$ cat src/rtl/serial_add_pkg.sv
// Shared types for the serial 2-bit-per-cycle adder controller.
package serial_add_pkg;
  localparam int DEFAULT_WIDTH = 8;

  typedef enum logic [1:0] {
    IDLE = 2'd0,
    RUN  = 2'd1,
    DONE = 2'd2
  } state_e;
endpackage

$ cat src/rtl/serial_add_ctrl_adder2.sv
// 2-bit full-adder slice: {co, s} = a + b + ci.
module adder2 (
  input  logic [1:0] a,
  input  logic [1:0] b,
  input  logic       ci,
  output logic [1:0] s,
  output logic       co
);
  assign {co, s} = {1'b0, a} + {1'b0, b} + {2'b00, ci};
endmodule

$ cat src/rtl/serial_add_ctrl.sv
// Serial adder: accepts A, B, c_in, then resolves two bits per cycle through
// one adder2 slice, presenting sum/c_out with a valid/ready handshake.
module serial_add_ctrl
  import serial_add_pkg::*;
#(
  parameter int WIDTH = DEFAULT_WIDTH
) (
  input  logic             clk,
  input  logic             rst_n,
  input  logic             in_valid,
  output logic             in_ready,
  input  logic [WIDTH-1:0] a,
  input  logic [WIDTH-1:0] b,
  input  logic             c_in,
  output logic             out_valid,
  input  logic             out_ready,
  output logic [WIDTH-1:0] sum,
  output logic             c_out
);
  localparam int CNT_W = (WIDTH / 2 > 1) ? $clog2(WIDTH / 2) : 1;
  localparam logic [CNT_W-1:0] CNT_LAST = CNT_W'(WIDTH / 2 - 1);

  state_e           state_q, state_d;
  logic [CNT_W-1:0] cnt_q, cnt_d;
  logic [WIDTH-1:0] a_q, a_d, b_q, b_d, sum_q, sum_d;
  logic             carry_q, carry_d, cout_q, cout_d;
  logic [1:0]       slice_s;
  logic             slice_co;

  adder2 u_slice (
    .a  (a_q[1:0]),
    .b  (b_q[1:0]),
    .ci (carry_q),
    .s  (slice_s),
    .co (slice_co)
  );

  always_comb begin
    state_d   = state_q;
    cnt_d     = cnt_q;
    a_d       = a_q;
    b_d       = b_q;
    carry_d   = carry_q;
    sum_d     = sum_q;
    cout_d    = cout_q;
    in_ready  = 1'b0;
    out_valid = 1'b0;
    case (state_q)
      IDLE: begin
        in_ready = 1'b1;
        if (in_valid) begin
          a_d     = a;
          b_d     = b;
          carry_d = c_in;
          cnt_d   = '0;
          state_d = RUN;
        end
      end
      RUN: begin
        // New slice bits enter at the MSB so the LSB slice ends up at bit 0.
        sum_d   = WIDTH'({slice_s, sum_q} >> 2);
        a_d     = a_q >> 2;
        b_d     = b_q >> 2;
        carry_d = slice_co;
        if (cnt_q == CNT_LAST) begin
          cout_d  = slice_co;
          cnt_d   = '0;
          state_d = DONE;
        end else begin
          cnt_d = cnt_q + CNT_W'(1);
        end
      end
      DONE: begin
        out_valid = 1'b1;
        if (out_ready) state_d = IDLE;
      end
      default: state_d = IDLE;
    endcase
  end

  always_ff @(posedge clk or negedge rst_n) begin
    if (!rst_n) begin
      state_q <= IDLE;
      cnt_q   <= '0;
      a_q     <= '0;
      b_q     <= '0;
      carry_q <= 1'b0;
      sum_q   <= '0;
      cout_q  <= 1'b0;
    end else begin
      state_q <= state_d;
      cnt_q   <= cnt_d;
      a_q     <= a_d;
      b_q     <= b_d;
      carry_q <= carry_d;
      sum_q   <= sum_d;
      cout_q  <= cout_d;
    end
  end

  assign sum   = sum_q;
  assign c_out = cout_q;
endmodule

$ cat config.mk
export PLATFORM = sky130hd
export DESIGN_NAME = serial_add_ctrl
export DESIGN_NICKNAME = d
export VERILOG_FILES = /design/src/rtl/serial_add_pkg.sv /design/src/rtl/serial_add_ctrl_adder2.sv /design/src/rtl/serial_add_ctrl.sv
export SDC_FILE = /design/constraint.sdc
export NUM_CORES = 1
export LEC_CHECK = 0
export ABC_AREA = 1
export CORE_MARGIN = 2
export CORE_UTILIZATION = 45
export DETAILED_ROUTE_END_ITERATION = 7
export GPL_TIMING_DRIVEN = 0
export PLACE_DENSITY = 0.72
export SLEW_MARGIN = 30
export SYNTH_ARGS = -nofsm -noshare
export SYNTH_HDL_FRONTEND = slang
export SYNTH_HIERARCHICAL = 1
export SYNTH_SLANG_ARGS = --single-unit
$ cat constraint.sdc
create_clock -name clk -period 2.05 [get_ports clk]
set_clock_uncertainty 0.1 [all_clocks]
set_input_delay 0.205 -clock clk [delete_from_list [all_inputs] [get_ports clk]]
set_output_delay 0.205 -clock clk [all_outputs]
set_load 0.1 [all_outputs]
==> key figures <==
Critical path
  – WS Path Type: reg2out
  – R2R Setup Slk: 0.35 ns
  – Worst EP required: 1.75 ns
  – Reg2Reg Depth: 6
  – Crit start category: flop
  – Crit end category: primary output
  – Reg-to-reg critical path startpoint: a_q[0]$_DFFE_PN0P_
  – R2r endpoint: sum[7]$_DFFE_PN0N_
  – Worst Path Arrival: 1.65 ns
  – CP Max Fanout: 9

Min path
  – Min-delay src: out_ready
  – Hold Path Class: in2reg
  – Worst hold path depth: 2
  – Hold endpoint: state_q[1]$_DFFE_PN0P_

Cells and area
  – Layout area overhead: 27.4%
  – Layout cells sized above 1: 10.5%
  – Ant diodes: 0
  – Post-Layout Cell Count: 275
  – Final net count: 254
  – Final Util: 58.7%
  – Post-layout instance area: 1930 um^2

Floorplanning
  – Initial core utilization: 46.1%
  – Die height: 62 um
  – Die Area: 3840 um^2
  – Core area: 3280 um^2
  – Die Wd: 62 um
  – Row cnt: 21
  – Ports: 32

Placed design
  – Placed cell count: 268
  – Port buffer count: 31
  – Gpl congestion: 0.750
  – Dpl hpwl: 2090 um
  – DP Area: 1880 um^2

CTS
  – CTS tree: done
  – Root Buffer: clkbuf_4
  – Clk_lat worst skew: 0.32 ns
  – CTS Buffer Depth: 2
  – Clk slew on worst S/H paths: 0.09 ns
  – H-Tree Depth: 2
  – CTS Buf Count: 5
  – Clock sink count: 30

Drt
  – DR top layer: met4
  – Routed metal-1 wirelength: 1350 um
  – WL/cell: 10.6 um
  – Initial drt markers: 39
  – Drt first pass iters: 4
  – DRC errors left: 0
  – Via count: 1236
  – Vias per std cell: 4.49
  – WL met2: 1380 um
  – DRT Wirelength: 2910 um
  – Post-route ant nets: 0
  – Wire length on met3: 138 um

Timing
  – F_max: 512 MHz
  – Final Cycle Share: 95.3%
  – Hold slack: 0.343 ns
  – Slew Limit Fails: 0
  – Final hold vios: 0
  – Post-route minimum period: 1.95 ns
  – Endpoints failing setup: 0
  – Unrepaired setup endpoints after global routing: false
  – Relative slew slack: 36.4%
  – Worst Tran Pin Value: 0.958 ns

Yosys
  – Syn Area/Cell: 7.93 um^2
  – Synth Cell Area: 1510 um^2
  – Sequential-to-total area share from yosys stat: 49.6%
  – Top cell type's share of synthesized area: 49.6%
  – Yosys warns: 6
  – Synth Instances: 191
  – Cell taking the most area after synthesis: dfrtp_1
  – Synth cell types: 16
  – Synthesized flop and latch total: 30
  – Synth top area cells: dfrtp_1 50%, nand2_1 14%, nand3_1 11%
  – Synth Net Count: 215

GRT
  – Grt ovf: 0
  – Tot GR Track Use: 18.9%
  – First-pass GRT wire length: 5110 um
  – Vias in the first global route: 1189
  – Antenna violations before repair: 0
  – Largest net degree at the start of global routing: 31

Outcome
  – Status: finished, final reports clean

Run
  – # Max-Cap Violations: 0
[kinds of logic (layout without fill, tap and decap cells)]
group	Yosys count	in the layout	share of synthesized area [%]
AOI/OAI and AO/OA	13	13	4.46
DFF	30	30	49.6
adders and majority gates	3	3	3.47
and+or+nand+nor	97	97	27.9
buffers and inverters	48	86	14.6
[placed cells by master, fill, tap and decap left out, drive strengths merged]
master / n
buf: 11
clkbuf: 6
clkdlybuf4s15: 1
clkdlybuf4s50: 19
dfrtp: 30
dlygate4sd2: 9
dlygate4sd3: 1
fa: 2
ha: 1
inv: 39
nand2: 61
nand3: 32
nor2: 4
o21ai: 12
o31ai: 1
[layer usage]
layer	vias up	GRT usage, %
met5	-	0
met2	28	31.1
met4	0	9.12
li1	653	-
met1	550	22.8
met3	5	5.18
[state kept, by name (all words and copies together), names as in the netlist]
name,cells
a_q,8
b_q,8
sum,8
cnt_q,2
state_q,2
c_out,1
carry_q,1
[how the worst max path moves through the flow]
stage | depth (start not counted) | startpoint | to | slack (ns)
6_report | 3 | state_q[0]$_DFFE_PN0P_ | in_ready | 0.1
2_1_floorplan | 4 | state_q[0]$_DFFE_PN0P_ | a_q[6]$_DFFE_PN0P_ | 0.27
3_3_place_gp | 4 | state_q[0]$_DFFE_PN0P_ | out_valid | -0.22
3_5_place_dp | 4 | state_q[0]$_DFFE_PN0P_ | out_valid | -0.20
5_1_grt | 3 | state_q[0]$_DFFE_PN0P_ | in_ready | 0.03
4_1_cts | 4 | state_q[0]$_DFFE_PN0P_ | out_valid | 0.007
[synth_stat cells, drive strengths merged]
master,count
nand2,61
inv,39
nand3,32
dfrtp,30
o21ai,12
buf,9
nor2,4
fa,2
ha,1
o31ai,1
[cell type report]
cell class / count / area [um^2]
fillers: 331 / 1360
flip-flops and latches: 30 / 751
multi-input cells: 113 / 547
repair buffers: 32 / 300
inverters: 39 / 146
plain buffers: 9 / 75.1
well taps: 46 / 57.6
clock buffers: 6 / 51.3
[critical path, cell delays in order, from the launching register on]
cell	delay [ns]
dfrtp_1	0.36
buf_4	0.17
nor2_2	0.20
clkdlybuf4s15_2	0.59
[timing repair]
item / 4_1_cts / 5_1_grt
hold buffers: 1 / 0
endpoints found under the setup margin: 11 / 1
gates resized for setup: 15 / 2
buffers inserted: 0 / 0
hold endpoints to repair: 30 / 0
[stage by stage]
step,TNS (ns),setup slack (ns)
2_1_floorplan,0,0.268
5_1_grt,0,0.0280
6_report,0,0.0964
3_3_place_gp,-0.358,-0.216
4_1_cts,0,0.00733
3_5_place_dp,-0.334,-0.204
Power is left out: the tool's default activity adds up to more than one toggle a clock period on the data nets, which glitch-free logic cannot reach.
